## src/rtl/m_mac_pipe.sv

```systemverilog
// m_mac_pipe: 3-stage handshaked multiply-add / accumulate pipeline.
// Optional clamp-on-overflow built when M_MAC_PIPE_SATURATE_EN is defined.
module m_mac_pipe #(
  parameter int K_W = 16,
  parameter int B_W = 16,
  parameter int C_W = 32,
  parameter int Y_W = 32
) (
  input  logic           w_clock,
  input  logic           w_rst_n,
  input  logic           w_in_valid,
  output logic           w_in_ready,
  input  logic [K_W-1:0] w_k,
  input  logic [B_W-1:0] w_b,
  input  logic [C_W-1:0] w_c,
  input  logic [1:0]     w_mode,
  output logic           r_y_valid,
  input  logic           w_out_ready,
  output logic [Y_W-1:0] r_y,
  output logic           r_ovf,
  output logic [Y_W-1:0] r_acc
);

  localparam int P_W = K_W + B_W;
  localparam int S_W = ((P_W > Y_W) ? P_W : Y_W) + 1;

  typedef struct packed {
    logic           v;
    logic [K_W-1:0] k;
    logic [B_W-1:0] b;
    logic [C_W-1:0] c;
    logic [1:0]     mode;
  } s1_t;

  typedef struct packed {
    logic           v;
    logic [P_W-1:0] p;
    logic [C_W-1:0] c;
    logic [1:0]     mode;
  } s2_t;

  s1_t            s1_q, s1_d;
  s2_t            s2_q, s2_d;
  logic           y_valid_q, y_valid_d;
  logic [Y_W-1:0] y_q, y_d;
  logic           ovf_q, ovf_d;
  logic [Y_W-1:0] acc_q, acc_d;

  logic           stall;
  logic           use_acc;
  logic           upd_acc;
  logic [S_W-1:0] p_x;
  logic [S_W-1:0] a_x;
  logic [S_W-1:0] s;
  logic           ovf_res;
  logic [Y_W-1:0] y_res;

  assign stall      = y_valid_q & ~w_out_ready;
  assign w_in_ready = ~stall;

  assign r_y_valid = y_valid_q;
  assign r_y       = y_q;
  assign r_ovf     = ovf_q;
  assign r_acc     = acc_q;

  // Decode the S3 mode: which addend, and whether acc follows the result
  always_comb begin
    use_acc = 1'b0;
    upd_acc = 1'b0;
    unique case (1'b1)
      (s2_q.mode == 2'b01): begin
        use_acc = 1'b1;
        upd_acc = 1'b1;
      end
      (s2_q.mode == 2'b10): begin
        upd_acc = 1'b1;
      end
      default: ;
    endcase
  end

  // S3 sum; any bit above Y_W means the result does not fit
  always_comb begin
    p_x     = S_W'(s2_q.p);
    a_x     = use_acc ? S_W'(acc_q) : S_W'(s2_q.c);
    s       = p_x + a_x;
    ovf_res = |s[S_W-1:Y_W];
`ifdef M_MAC_PIPE_SATURATE_EN
    y_res   = ovf_res ? {Y_W{1'b1}} : s[Y_W-1:0];
`else
    y_res   = s[Y_W-1:0];
`endif
  end

  // Advance all stages together unless the output is stalled
  always_comb begin
    s1_d      = s1_q;
    s2_d      = s2_q;
    y_valid_d = y_valid_q;
    y_d       = y_q;
    ovf_d     = ovf_q;
    acc_d     = acc_q;
    if (!stall) begin
      s1_d.v    = w_in_valid;
      s1_d.k    = w_k;
      s1_d.b    = w_b;
      s1_d.c    = w_c;
      s1_d.mode = w_mode;
      s2_d.v    = s1_q.v;
      s2_d.p    = P_W'(s1_q.k) * P_W'(s1_q.b);
      s2_d.c    = s1_q.c;
      s2_d.mode = s1_q.mode;
      y_valid_d = s2_q.v;
      if (s2_q.v) begin
        y_d   = y_res;
        ovf_d = ovf_res;
        if (upd_acc) begin
          acc_d = y_res;
        end
      end
    end
  end

  // State registers with synchronous active-low clear
  always_ff @(posedge w_clock) begin
    if (!w_rst_n) begin
      s1_q      <= '0;
      s2_q      <= '0;
      y_valid_q <= 1'b0;
      y_q       <= '0;
      ovf_q     <= 1'b0;
      acc_q     <= '0;
    end else begin
      s1_q      <= s1_d;
      s2_q      <= s2_d;
      y_valid_q <= y_valid_d;
      y_q       <= y_d;
      ovf_q     <= ovf_d;
      acc_q     <= acc_d;
    end
  end

endmodule

```

## config.mk

```make
export PLATFORM = sky130hd
export DESIGN_NAME = m_mac_pipe
export DESIGN_NICKNAME = d
export VERILOG_FILES = /design/src/rtl/m_mac_pipe.sv
export SDC_FILE = /design/constraint.sdc
export NUM_CORES = 1
export LEC_CHECK = 0
export CAP_MARGIN = 0
export CORE_ASPECT_RATIO = 0.8
export CORE_UTILIZATION = 53
export CTS_BUF_LIST = sky130_fd_sc_hd__clkbuf_8
export DETAILED_ROUTE_END_ITERATION = 8
export HOLD_SLACK_MARGIN = 0.06
export PLACE_DENSITY = 0.85
export SYNTH_ARGS = -nofsm -noshare
export SYNTH_HDL_FRONTEND = slang
export SYNTH_SLANG_ARGS = --single-unit
```

## constraint.sdc

```tcl
create_clock -name w_clock -period 5.74 [get_ports w_clock]
set_clock_uncertainty 0.1 [all_clocks]
set_input_delay 0.574 -clock w_clock [delete_from_list [all_inputs] [get_ports w_clock]]
set_output_delay 0.574 -clock w_clock [all_outputs]
set_load 0.05 [all_outputs]
```

== Word level (Yosys, flattened, before mapping) ==
Index checks and enable logic that the tools add are counted.

* Register bits: 200
* Input port bits: 70
* Output and inout bits: 67
* Logic and storage cells: 26

* Add/subtract/negate cells: 1
* Multiply operators: 1
* Equal/unequal tests: 2
* Mux-type cells: 3
* Bitwise logic cells: 3
* Reductions and logical operators: 3

{| class="wikitable"
|+ Operators with widths
! cell !! number
|-
| 32-bit by 32-bit adder with 33-bit output || 1
|-
| 16-bit by 16-bit multiplier with 32-bit output || 1
|-
| 32-bit two-way mux || 1
|-
| 3-bit AND reduction || 1
|-
| 2-bit by 1-bit equality test with 1-bit output (second input constant) || 1
|-
| 2-bit equality test (second input constant) || 1
|-
| 1-bit two-way mux || 2
|-
| 1-bit NOT || 2
|-
| 2-bit AND reduction || 1
|-
| 2-bit OR reduction || 1
|-
| 1-bit AND || 1
|}

== Longest topological paths before layout ==
* Word-level depth: 4
* Mapped depth: 24
* Mapped depth without buffers: 21

== Least setup slack after synthesis ==
Ideal clock, no wire load.

* Path type: reg-to-reg
* Start: reg s1_q[41] (netlist name)
* End: reg s2_q (netlist bit p_x[23])
* Library setup time: 0.079 ns
* Data arrival time: 5.726 ns
* Required time: 5.561 ns
* Setup slack: -0.165 ns
* Stages on the path, launching flop included: 22
* Buffers on the path: 2
* Clock period less this slack: 5.905 ns
* Cells stage by stage: dfxtp_1 > clkbuf_1 > clkbuf_1 > nand2_1 > fa_1 > inv_1 > fa_1 > fa_1 > fa_1 > fa_1 > inv_1 > fa_1 > inv_1 > ha_1 > a21o_1 > a21oi_1 > nor2_1 > a311oi_2 > a21oi_2 > or2_0 > a311o_1 > o211ai_1

* Word-level cells in the longest chain between the ends: 1

{| class="wikitable"
|+ RTL lines
! what !! RTL line !! RTL
|-
| start, declared || 42 || <nowiki>s1_t s1_q, s1_d;</nowiki>
|-
| start signal, assigned || 127 || <nowiki>s1_q <= '0;</nowiki>
|-
| start signal, assigned || 134 || <nowiki>s1_q <= s1_d;</nowiki>
|-
| 16-bit by 16-bit multiplier with 32-bit output || 110 || <nowiki>s2_d.p = P_W'(s1_q.k) * P_W'(s1_q.b);</nowiki>
|-
| end signal, assigned || 128 || <nowiki>s2_q <= '0;</nowiki>
|-
| end signal, assigned || 135 || <nowiki>s2_q <= s2_d;</nowiki>
|-
| end, declared || 43 || <nowiki>s2_t s2_q, s2_d;</nowiki>
|}

No other way between the ends.
A chain may end at the register's enable or synchronous reset.

== Worst setup path after layout ==
* Start: reg s1_q[38] (netlist name)
* End: reg s2_q (netlist bit p_x[27])

The elaborated chain is that of the path after synthesis.

==> metrics <==
Max-Cap Viols=0; WP data arrival=6100 ps; WP buf/inv=6; Detail Route Antenna Nets=0; DR WL/cell=around 18 µm; # fillers=about 2700; area delta synth->final=18.0%; vias per cell=5.70; DIE AREA=approximately 34000 µm²; final setup vio count=5; worst endpoint required time=6030 ps; Synth Instances=between 2000 and 2500; Period minus WS final=approximately 5800 ps; CTS max path bufs=2; DR vias=around 16000; Starting Density=between 50 and 60%; Final Max Tran Viols=0; synthesized area=17800 µm²; largest net degree at the start of global routing=94; Area contributors post-synth=dfxtp_1 (23%), fa_1 (22%), nand2_1 (10%), ha_1 (9.6%), a21oi_1 (5.7%); crit-path cells=buf_6, and2_4, fa_1, inv_1, fa_1, inv_1, fa_1, fa_1, fa_1, inv_1, fa_1, inv_1, ha_4, a21o_1, a21oi_2, nor2_2, a311oi_4, a21oi_4, buf_4, a31oi_2, xor2_1, o21ai_0; residual DRC count=9; GRT Total Usage=around 29%; fraction of the cycle the final worst path needs=101%; Worst path most repeated cell=fa_1; die extent in y=166 µm; post-route setup slack=-68.6 ps; Synth top area share=between 20% and 30%; Mapped Nets=2565; layout cells sized above 1=between 10% and 20%; worst skew pair latency=~520 ps; first-pass GRT wire length=79.1 mm; Port Buffers=136; FMAX=0.172 GHz; Clock Tree Root=clkbuf_8; Slew headroom=between 20% and 30%; grt peak-use layer=met2; met1 usage=between 30 and 40%; Async SR Flop Fraction=0%; Reg clk slew, reported paths=120 ps; slowest CP cell=fa_1; Core ar.=between 30000 and 40000 µm²; Avg Inst Size Synth=8.22 µm²; row count=slightly below 60; Ant. Diodes=0; Syn. warnings=0; Least-Margin Pin Slew=about 1100 ps; CP max FO=7; status=complete, but fails checks; Clock Sinks=200; CTS tree=done; pwr/cell area=224 nW/µm²; Starting DRT DRC Count=~1300; vias in the first global route=15782; Hold Vio Cnt, Final=0; I/O pin cnt=around 140; violated checks=DRC, setup timing; met3 usage=3.79%; pre-CTS setup slack=-351 ps; register area share after synthesis=roughly 23%; Min-Delay Path Class=flop to flop; First-pass DRT Iterations=8; initial antenna violation count=1; Yosys reg bits=200; final WL=between 40 and 50 mm; VDD IR-drop max=around 0.17 mV; RSZ-0062 raised after global routing=yes; EDFF count, synth=0; H-tree levels=4; grt total ovfl=0; top cells by count, synth=nand2_1 (483), inv_1 (228), a21oi_1 (202); Post-layout nets=2720; GP Congestion=0.938; P_leak=~9.6 nW; Final Power=4.69 mW; Netlist cell types=66; HPWL Detailed=36.3 mm; Num CTS Buffers=17; ys flop type=dfxtp_1; Die Wd=between 200 and 250 µm; Crit path max-delay family=adder cells; crit path capture type=flop; Global Route met2 Usage=47.0%; post-cts hold buffer count=0; Crit Path Class=flop to flop; most common cell in the netlist=nand2_1; crit start category=flop; Synth area leader=dfxtp_1; reg2reg setup slack=-70 ps; max incr delay on CP=~520 ps
[kinds of logic (layout without fill, tap and decap cells)]
kind of cell	Yosys count	in the layout	synth area share, %
mux	38	38	2.39
simple gates	794	794	20.3
xor+xnor	38	38	1.87
flops	200	200	22.5
fa+ha+maj	332	332	31.6
buf+inv	357	525	7.59
compound gates	404	404	13.8
[cell type report]
type | instances | area [µm²] | area share [%]
multi-input cells | 1606 | 12800 | 60.8
well taps | 427 | 534 | 2.55
clock buffers | 18 | 248 | 1.18
repair buffers | 263 | 2370 | 11.3
clock inverters | 14 | 126 | 0.602
inverters | 230 | 871 | 4.15
flip-flops and latches | 200 | 4080 | 19.4
[power breakdown]
part           total (mW)  internal (mW)  switching (mW)
Sequential           1.59           1.49          0.0963
Clock               0.919          0.332           0.587
Combinational        2.18          0.961            1.22
[state kept, by name, summed over array words and instances, names as in the netlist]
name,flops
p_x,32
r_acc,32
r_ovf,1
r_y,32
r_y_valid,1
s1_q,67
s2_q,35
[tightest hold or removal path: cells and delay by family, from the launching register on]
| family | cells | cell delay, ps |
|---|---|---|
| AOI/OAI and AO/OA | 1 | 50 |
| DFF | 1 | 330 |
| and+or+nand+nor | 1 | 50 |
[path summary, 6_finish.rpt]
path                  from       end  cells after the start
setup / recovery  s1_q[38]   p_x[27]                     22
hold reg to reg   s2_q[28]  s2_q[28]                      2
hold / removal    s2_q[28]  s2_q[28]                      2
setup reg to reg  s1_q[38]   p_x[27]                     22
[metal layers]
layer	wire length [µm]	vias up
li1	-	7340
met3	3300	85
met4	1110	0
met5	0	-
met2	22800	583
met1	21300	7717
[what timing repair did]
action,in CTS,in global routing
pin swaps,9,54
gates resized for setup,50,88
endpoints found under the setup margin,16,16
buffers inserted,9,18
[placed cells by master, fill, tap and decap left out, types with 5 or more instances in the layout]
cell	n
a21o_1	39
a21oi_1	190
ha_4	8
o21ai_0	62
dfxtp_4	17
clkdlybuf4s50_1	135
a31oi_1	8
dfxtp_1	175
fa_2	7
buf_6	10
clkbuf_8	18
o211ai_1	13
inv_1	220
a211oi_1	10
nor3_1	12
and2_1	137
xor2_1	14
a21oi_2	13
xnor2_1	24
o21a_1	5
dfxtp_2	8
inv_8	5
nand4_1	28
mux2_2	35
nor2_1	39
nand2_1	480
and3_1	11
or3_1	11
o21bai_1	12
fa_1	188
inv_2	7
inv_6	5
nand3_1	45
buf_4	114
ha_1	126
[per-stage QoR]
stage	cells	hold WS (ps)	utilization, %	TNS, ps	area, µm²
final	2758	357	64.0	-184	21000
after global routing	2758	375	64.0	-2120	21000
after CTS	2741	361	62.7	-13.6	20500
after detailed placement	2700	344	60.9	-3080	20000
after global placement	2700	338	60.9	-1290	20000
after floorplan	2163	329	-	-9.58	17800
Power figures use the tool's default switching activity.
